### config.mk
export PLATFORM = sky130hd
export DESIGN_NAME = pipelined_cla_adder_flat
export DESIGN_NICKNAME = d
export VERILOG_FILES = /design/src/rtl/add_pkg.sv /design/src/rtl/pipelined_cla_adder_if.sv /design/src/rtl/cla_slice.sv /design/src/rtl/pipelined_cla_adder.sv /design/src/flat_wrapper.sv
export SDC_FILE = /design/constraint.sdc
export NUM_CORES = 1
export LEC_CHECK = 0
export CAP_MARGIN = 20
export CORE_AREA = 2 2 158 160
export CTS_BUF_LIST = sky130_fd_sc_hd__clkbuf_8 sky130_fd_sc_hd__clkbuf_16
export DETAILED_ROUTE_END_ITERATION = 8
export DIE_AREA = 0 0 160 162
export PLACE_DENSITY = 0.67
export SETUP_SLACK_MARGIN = 0.05
export SLEW_MARGIN = 15
export SYNTH_ARGS = -nofsm -noshare
export SYNTH_HDL_FRONTEND = slang
export SYNTH_SLANG_ARGS = --single-unit
### constraint.sdc
create_clock -name clk -period 9.1 [get_ports clk]
set_input_delay 1.82 -clock clk [delete_from_list [all_inputs] [get_ports clk]]
set_output_delay 1.82 -clock clk [all_outputs]
set_load 0.01 [all_outputs]
### src/rtl/add_pkg.sv
// Shared types and helpers for the pipelined carry-lookahead adder.
package add_pkg;

    function automatic int slice_w(input int n, input int stages);
        return n / stages;
    endfunction

    typedef struct packed {
        logic c_out;
        logic ovf;
        logic zero;
    } flags_t;

endpackage

### src/rtl/pipelined_cla_adder_if.sv
// Operand/result stream bundle for the pipelined CLA adder.
interface pipelined_cla_adder_if #(
    parameter int N = 32
);
    logic         in_valid;
    logic         in_ready;
    logic [N-1:0] a;
    logic [N-1:0] b;
    logic         c_in;
    logic         sub;
    logic         out_valid;
    logic         out_ready;
    logic [N-1:0] s;
    logic         c_out;
    logic         ovf;
    logic         zero;

    modport master (
        output in_valid, a, b, c_in, sub, out_ready,
        input  in_ready, out_valid, s, c_out, ovf, zero
    );

    modport slave (
        input  in_valid, a, b, c_in, sub, out_ready,
        output in_ready, out_valid, s, c_out, ovf, zero
    );
endinterface

### src/rtl/cla_slice.sv
// Combinational W-bit carry-lookahead slice; also exposes the carry into the MSB.
module cla_slice #(
    parameter int W = 8
) (
    input  logic [W-1:0] a,
    input  logic [W-1:0] b,
    input  logic         c_in,
    output logic [W-1:0] s,
    output logic         c_out,
    output logic         c_msb
);
    logic [W-1:0] g;
    logic [W-1:0] p;
    logic [W:0]   c;
    logic         gg;
    logic         pp;

    assign g = a & b;
    assign p = a ^ b;

    // Each carry is a flat sum of generate terms, not a ripple chain.
    always_comb begin
        c    = '0;
        gg   = 1'b0;
        pp   = 1'b0;
        c[0] = c_in;
        for (int i = 0; i < W; i++) begin
            gg = g[i];
            pp = p[i];
            for (int j = i - 1; j >= 0; j--) begin
                gg = gg | (pp & g[j]);
                pp = pp & p[j];
            end
            c[i+1] = gg | (pp & c_in);
        end
    end

    assign s     = p ^ c[W-1:0];
    assign c_out = c[W];
    assign c_msb = c[W-1];
endmodule

### src/rtl/pipelined_cla_adder.sv
// Pipelined CLA adder/subtractor: one W-bit slice per stage, skewed operands,
// de-skewed results, single global enable for backpressure.
module pipelined_cla_adder
    import add_pkg::*;
#(
    parameter int N      = 32,
    parameter int STAGES = 4
) (
    input  logic                 clk,
    input  logic                 rst,
    pipelined_cla_adder_if.slave bus
);
    localparam int W = slice_w(N, STAGES);
    localparam int L = STAGES - 1;

    typedef struct packed {
        logic [N-1:0] s;
        flags_t       f;
    } beat_t;

    if (STAGES < 1 || STAGES > N || (N % STAGES) != 0) begin : g_bad_cfg
        $error("pipelined_cla_adder: N must be a multiple of STAGES, 1 <= STAGES <= N");
    end

    // a_q/b_q[k]: operands entering stage k (upper slices still pending).
    // lo_q[k]: result slices already produced below slice k.
    logic [STAGES:0] vld_pipe;
    logic [N-1:0]    a_q   [STAGES];
    logic [N-1:0]    b_q   [STAGES];
    logic [N-1:0]    lo_q  [STAGES];
    logic            cy_q  [STAGES];
    logic [W-1:0]    sl_s  [STAGES];
    logic            sl_co [STAGES];
    logic            sl_cm [STAGES];
    logic [N-1:0]    s_full;
    beat_t           res_q;
    logic            en;

    assign en            = !vld_pipe[STAGES] || bus.out_ready;
    assign bus.in_ready  = en;
    assign bus.out_valid = vld_pipe[STAGES];
    assign bus.s         = res_q.s;
    assign bus.c_out     = res_q.f.c_out;
    assign bus.ovf       = res_q.f.ovf;
    assign bus.zero      = res_q.f.zero;

    for (genvar k = 0; k < STAGES; k++) begin : g_slice
        cla_slice #(.W(W)) u_slice (
            .a     (a_q[k][k*W +: W]),
            .b     (b_q[k][k*W +: W]),
            .c_in  (cy_q[k]),
            .s     (sl_s[k]),
            .c_out (sl_co[k]),
            .c_msb (sl_cm[k])
        );
    end

    always_comb begin
        s_full             = lo_q[L];
        s_full[L*W +: W]   = sl_s[L];
    end

    always_ff @(posedge clk or posedge rst) begin
        if (rst) begin
            vld_pipe <= '0;
            res_q    <= '0;
            for (int k = 0; k < STAGES; k++) begin
                a_q[k]  <= '0;
                b_q[k]  <= '0;
                lo_q[k] <= '0;
                cy_q[k] <= 1'b0;
            end
        end else if (en) begin
            vld_pipe <= {vld_pipe[STAGES-1:0], bus.in_valid};
            // Subtract folds into add: invert B and force the carry-in.
            a_q[0]   <= bus.a;
            b_q[0]   <= bus.sub ? ~bus.b : bus.b;
            cy_q[0]  <= bus.sub | bus.c_in;
            lo_q[0]  <= '0;
            for (int k = 0; k < L; k++) begin
                a_q[k+1]             <= a_q[k];
                b_q[k+1]             <= b_q[k];
                cy_q[k+1]            <= sl_co[k];
                lo_q[k+1]            <= lo_q[k];
                lo_q[k+1][k*W +: W]  <= sl_s[k];
            end
            res_q.s       <= s_full;
            res_q.f.c_out <= sl_co[L];
            res_q.f.ovf   <= sl_co[L] ^ sl_cm[L];
            res_q.f.zero  <= (s_full == '0);
        end
    end
endmodule
### src/flat_wrapper.sv
// flat-port wrapper written by rule: the top's interface ports become plain ports
module pipelined_cla_adder_flat import add_pkg::*;
#(
    parameter int N      = 32,
    parameter int STAGES = 4
)
  (clk, rst, bus_in_valid, bus_a, bus_b, bus_c_in, bus_sub, bus_out_ready, bus_in_ready, bus_out_valid, bus_s, bus_c_out, bus_ovf, bus_zero);
  pipelined_cla_adder_if #(.N(N)) bus_i ();
  input  logic clk;
  input  logic rst;
  input wire logic [$bits(bus_i.in_valid)-1:0] bus_in_valid;
  input wire logic [$bits(bus_i.a)-1:0] bus_a;
  input wire logic [$bits(bus_i.b)-1:0] bus_b;
  input wire logic [$bits(bus_i.c_in)-1:0] bus_c_in;
  input wire logic [$bits(bus_i.sub)-1:0] bus_sub;
  input wire logic [$bits(bus_i.out_ready)-1:0] bus_out_ready;
  output wire logic [$bits(bus_i.in_ready)-1:0] bus_in_ready;
  output wire logic [$bits(bus_i.out_valid)-1:0] bus_out_valid;
  output wire logic [$bits(bus_i.s)-1:0] bus_s;
  output wire logic [$bits(bus_i.c_out)-1:0] bus_c_out;
  output wire logic [$bits(bus_i.ovf)-1:0] bus_ovf;
  output wire logic [$bits(bus_i.zero)-1:0] bus_zero;
  assign bus_i.in_valid = bus_in_valid;
  assign bus_i.a = bus_a;
  assign bus_i.b = bus_b;
  assign bus_i.c_in = bus_c_in;
  assign bus_i.sub = bus_sub;
  assign bus_i.out_ready = bus_out_ready;
  assign bus_in_ready = bus_i.in_ready;
  assign bus_out_valid = bus_i.out_valid;
  assign bus_s = bus_i.s;
  assign bus_c_out = bus_i.c_out;
  assign bus_ovf = bus_i.ovf;
  assign bus_zero = bus_i.zero;
  pipelined_cla_adder #(.N(N), .STAGES(STAGES)) u_core (.clk(clk), .rst(rst), .bus(bus_i));
endmodule
==> impl_metrics.xml <==
<?xml version="1.0" encoding="UTF-8"?>
<metrics>
  <group name="setup_path">
    <metric name="regToRegSetupSlack" unit="ns">6.60</metric>
    <metric name="timing_worst_setup_path_type" unit="">in -&gt; out</metric>
    <metric name="crit_fanout" unit="">134</metric>
    <metric name="worstPathRequired" unit="ns">7.28</metric>
    <metric name="crit_arrival" unit="ns">3.75</metric>
    <metric name="critical_path.startpoint_type" unit="">input pin</metric>
    <metric name="cp-end-kind" unit="">output pin</metric>
  </group>
  <group name="cts">
    <metric name="cts_tree" unit="">built</metric>
    <metric name="worst_setup_hold_path_clk_slew" unit="ns">0.05</metric>
    <metric name="clock_latency" unit="ns">0.52</metric>
    <metric name="cts_hold_buffers" unit="">0</metric>
    <metric name="cts_buffers" unit="">26</metric>
    <metric name="h-tree-depth" unit="">1</metric>
    <metric name="clock-sinks" unit="">252</metric>
    <metric name="ctsRootBufferMaster" unit="">sky130_fd_sc_hd__clkbuf_16</metric>
    <metric name="postCtsSetupBuffers" unit="">0</metric>
    <metric name="cts_buffer_depth" unit="">3</metric>
    <metric name="cts-resized-gates" unit="">0</metric>
  </group>
  <group name="global_routing">
    <metric name="grt_start_max_net_pins" unit="">269</metric>
    <metric name="groute.layer.met1.usage" unit="%">22.9</metric>
    <metric name="grt_util_all_layers" unit="%">16.0</metric>
    <metric name="grt_busiest_layer" unit="">met2</metric>
    <metric name="grt_pass1_vias" unit="">7202</metric>
    <metric name="antenna_found_initial" unit="">0</metric>
    <metric name="first_pass_grt_wire_length" unit="um">34800</metric>
    <metric name="grtUsageMet2" unit="%">25.7</metric>
    <metric name="grt_util_met3" unit="%">2.43</metric>
    <metric name="globalRoute.totalOverflow" unit="">0</metric>
  </group>
  <group name="die">
    <metric name="placement_rows" unit="">57</metric>
    <metric name="die_h" unit="um">162</metric>
    <metric name="initial_utilization" unit="%">44.8</metric>
    <metric name="core_area" unit="um2">24100</metric>
    <metric name="count_of_boundary_i_o_pins" unit="">107</metric>
    <metric name="fp.dieW" unit="um">160</metric>
    <metric name="die_area" unit="um2">25900</metric>
  </group>
  <group name="routing">
    <metric name="routed_wirelength" unit="um">20300</metric>
    <metric name="drc_errors" unit="">0</metric>
    <metric name="drt_iter0_drc" unit="">467</metric>
    <metric name="detailroute.via_count" unit="">7559</metric>
    <metric name="routed_wire_length_per_instance" unit="um">12.7</metric>
    <metric name="detail_route.first_pass.iterations" unit="">4</metric>
    <metric name="antenna_left" unit="">0</metric>
    <metric name="vias_per_cell" unit="">4.71</metric>
  </group>
  <group name="synthesis">
    <metric name="yosysWarnings" unit="">0</metric>
    <metric name="synthesis.instances" unit="">1188</metric>
    <metric name="postSynth.asyncResetShare" unit="%">100</metric>
    <metric name="synthesis.nets" unit="">1295</metric>
    <metric name="yosys-mux-area-fraction" unit="%">0.104</metric>
    <metric name="synthXorXnorAreaFrac" unit="%">4.46</metric>
    <metric name="synth.cell_area" unit="um2">10800</metric>
    <metric name="ys_seq_area_share" unit="%">58.4</metric>
    <metric name="post_synth_fa_ha_maj_area_fraction" unit="%">4.57</metric>
    <metric name="synth_compound_area_share" unit="%">6.04</metric>
    <metric name="ys_types" unit="">40</metric>
    <metric name="synth-edff-count" unit="">0</metric>
    <metric name="synth_simple_gate_area_share" unit="%">23.5</metric>
    <metric name="ys_ff_latch" unit="">252</metric>
    <metric name="synthesis.area_per_instance" unit="um2">9.09</metric>
    <metric name="most_frequently_used_flop_master_after_synthesis" unit="">sky130_fd_sc_hd__dfrtp_1</metric>
    <metric name="synth_top_family_by_area" unit="">simple AND/OR/NAND/NOR gates</metric>
  </group>
  <group name="place">
    <metric name="gpl.final_weighted_congestion" unit="">0.821</metric>
    <metric name="io_buffer_count" unit="">106</metric>
    <metric name="dp.final_hpwl" unit="um">12600</metric>
    <metric name="place_area" unit="um2">12100</metric>
  </group>
  <group name="sta">
    <metric name="hold_violations_final" unit="">0</metric>
    <metric name="total_negative_slack_for_setup_checks" unit="ns">0</metric>
    <metric name="rsz0062_at_grt" unit="">false</metric>
    <metric name="layout_worst_path_cycle_share" unit="%">61.2</metric>
    <metric name="finalWorstPathRequiredPeriod" unit="ns">5.57</metric>
    <metric name="finalMaxSlewViolations" unit="">0</metric>
    <metric name="setup_viol_count_final" unit="">0</metric>
    <metric name="finalClockSkew" unit="ns">0.00697</metric>
    <metric name="max_freq" unit="GHz">0.180</metric>
    <metric name="max-slew-margin-rel" unit="%">25.6</metric>
    <metric name="worst_slew_pin_slew" unit="ns">1.12</metric>
  </group>
  <group name="power">
    <metric name="power_per_cell_area" unit="nW/um2">353</metric>
    <metric name="power_frac_comb" unit="%">36.1</metric>
    <metric name="sequentialPowerShare" unit="%">41.8</metric>
    <metric name="power_leakage" unit="nW">6.35</metric>
    <metric name="ir_drop" unit="mV">0.353</metric>
    <metric name="power_report.internal_total" unit="mW">2.93</metric>
    <metric name="net_switching_power_figure" unit="mW">1.61</metric>
    <metric name="power.switching_fraction" unit="%">35.5</metric>
    <metric name="pwr-share-clk" unit="%">22.1</metric>
  </group>
  <group name="layout">
    <metric name="layout_utilization" unit="%">53.5</metric>
    <metric name="diodes" unit="">0</metric>
    <metric name="post_route_cells_drive_above_1_share" unit="%">4.06</metric>
    <metric name="layout.nets" unit="">1372</metric>
    <metric name="synthToLayoutAreaGrowth" unit="%">19.4</metric>
    <metric name="layout.cell_area.non_filler" unit="um2">12900</metric>
  </group>
  <group name="min_path">
    <metric name="holdCritPathClass" unit="">reg -&gt; reg</metric>
  </group>
  <group name="status">
    <metric name="run_status" unit="">finished clean</metric>
  </group>
  <group name="run">
    <metric name="drv.max_cap_violation_count" unit="">0</metric>
  </group>
</metrics>
[flip-flops by register name, summed over array words and instances, names as in the netlist]
name              flops
u_core.a_q           80
u_core.vld_pipe       5
u_core.bus.zero       1
u_core.bus.s         32
u_core.bus.c_out      1
u_core.b_q           80
u_core.lo_q          48
u_core.bus.ovf        1
u_core.cy_q           4
[Yosys cell counts (5+ instances only)]
library cell	number	area [um2]
sky130_fd_sc_hd__a21o_1	5	37.5
sky130_fd_sc_hd__a21oi_1	30	150
sky130_fd_sc_hd__a31oi_1	5	31.3
sky130_fd_sc_hd__buf_1	10	37.5
sky130_fd_sc_hd__buf_2	17	85.1
sky130_fd_sc_hd__clkbuf_1	33	124
sky130_fd_sc_hd__dfrtp_1	252	6310
sky130_fd_sc_hd__ha_1	33	413
sky130_fd_sc_hd__inv_1	19	71.3
sky130_fd_sc_hd__nand2_1	582	2180
sky130_fd_sc_hd__nor2_1	33	124
sky130_fd_sc_hd__nor3_1	9	45.0
sky130_fd_sc_hd__o211ai_1	7	52.6
sky130_fd_sc_hd__o21ai_0	52	260
sky130_fd_sc_hd__xnor2_1	37	324
sky130_fd_sc_hd__xor2_1	18	158
[per-layer routing]
| layer | wire [um] | vias to the layer above | share of wire (%) |
|---|---|---|---|
| li1 | - | 3899 | - |
| met1 | 9730 | 3509 | 48 |
| met2 | 9260 | 121 | 46 |
| met3 | 867 | 30 | 4.3 |
| met4 | 441 | 0 | 2.2 |
| met5 | 0 | - | 0 |
[through the flow]
stage | hold slack, ns | total power, mW | cells | setup slack (ns)
after global routing | 0.480 | 4.95 | 1604 | 3.42
after global placement | 0.441 | 3.52 | 1561 | 3.52
final | 0.462 | 4.55 | 1604 | 3.53
after floorplan | 0.430 | 3.06 | 1188 | 0.352
after CTS | 0.465 | 4.60 | 1604 | 3.50
after detailed placement | 0.452 | 3.58 | 1561 | 3.50
[cell type report]
cell class                      instances  area, um2
Clock buffer                           31        731
Clock inverter                         12       80.1
Fill cell                            2270      11200
Inverter                               19       83.8
Multi-Input combinational cell        857       4180
Sequential cell                       252       6310
Tap cell                              324        405
Timing Repair Buffer                  109       1100
[placed cells by master, fill, tap and decap left out, drive strengths merged, types with 7 or more instances in the layout]
cell           count
clkbuf            31
dfrtp            252
xnor2             37
ha                33
clkdlybuf4s50    105
xor2              18
a21oi             33
nor3               9
inv               25
nor2              33
o211ai             7
nand2            582
o21ai             52
[kinds of logic after synthesis]
logic type / Yosys count
buffers and inverters: 79
AO/OA/AOI/OAI: 114
flip-flops: 252
adder cells (fa/ha/maj): 37
multiplexers: 1
XOR/XNOR: 55
AND/OR/NAND/NOR: 650
[critical path, cell delays in order]
cell	delay (ns)
sky130_fd_sc_hd__clkdlybuf4s50_1	0.51
sky130_fd_sc_hd__nor2b_4	0.07
sky130_fd_sc_hd__inv_6	0.64
sky130_fd_sc_hd__clkdlybuf4s50_1	0.69
[path summary, 6_finish.rpt]
path,from,endpoint,depth (start not counted)
setup / recovery,bus_out_ready,bus_in_ready,4
hold / removal,u_core.bus.s[10],u_core.bus.s[10],2
setup reg to reg,u_core.vld_pipe[4],u_core.b_q[24],4
hold reg to reg,u_core.bus.s[10],u_core.bus.s[10],2
max in group asynchronous,rst,u_core.b_q[106],3
min in group asynchronous,rst,u_core.bus.s[2],2
[power groups by stage]
stage | Sequential, mW | Clock [mW] | Combinational [mW]
after detailed placement | 1.92 | 0 | 1.66
after global routing | 1.97 | 1.08 | 1.90
final | 1.90 | 1.01 | 1.64
after CTS | 1.90 | 1.03 | 1.67
after floorplan | 1.89 | 0 | 1.17
after global placement | 1.91 | 0 | 1.61
Power figures use the tool's default switching activity.
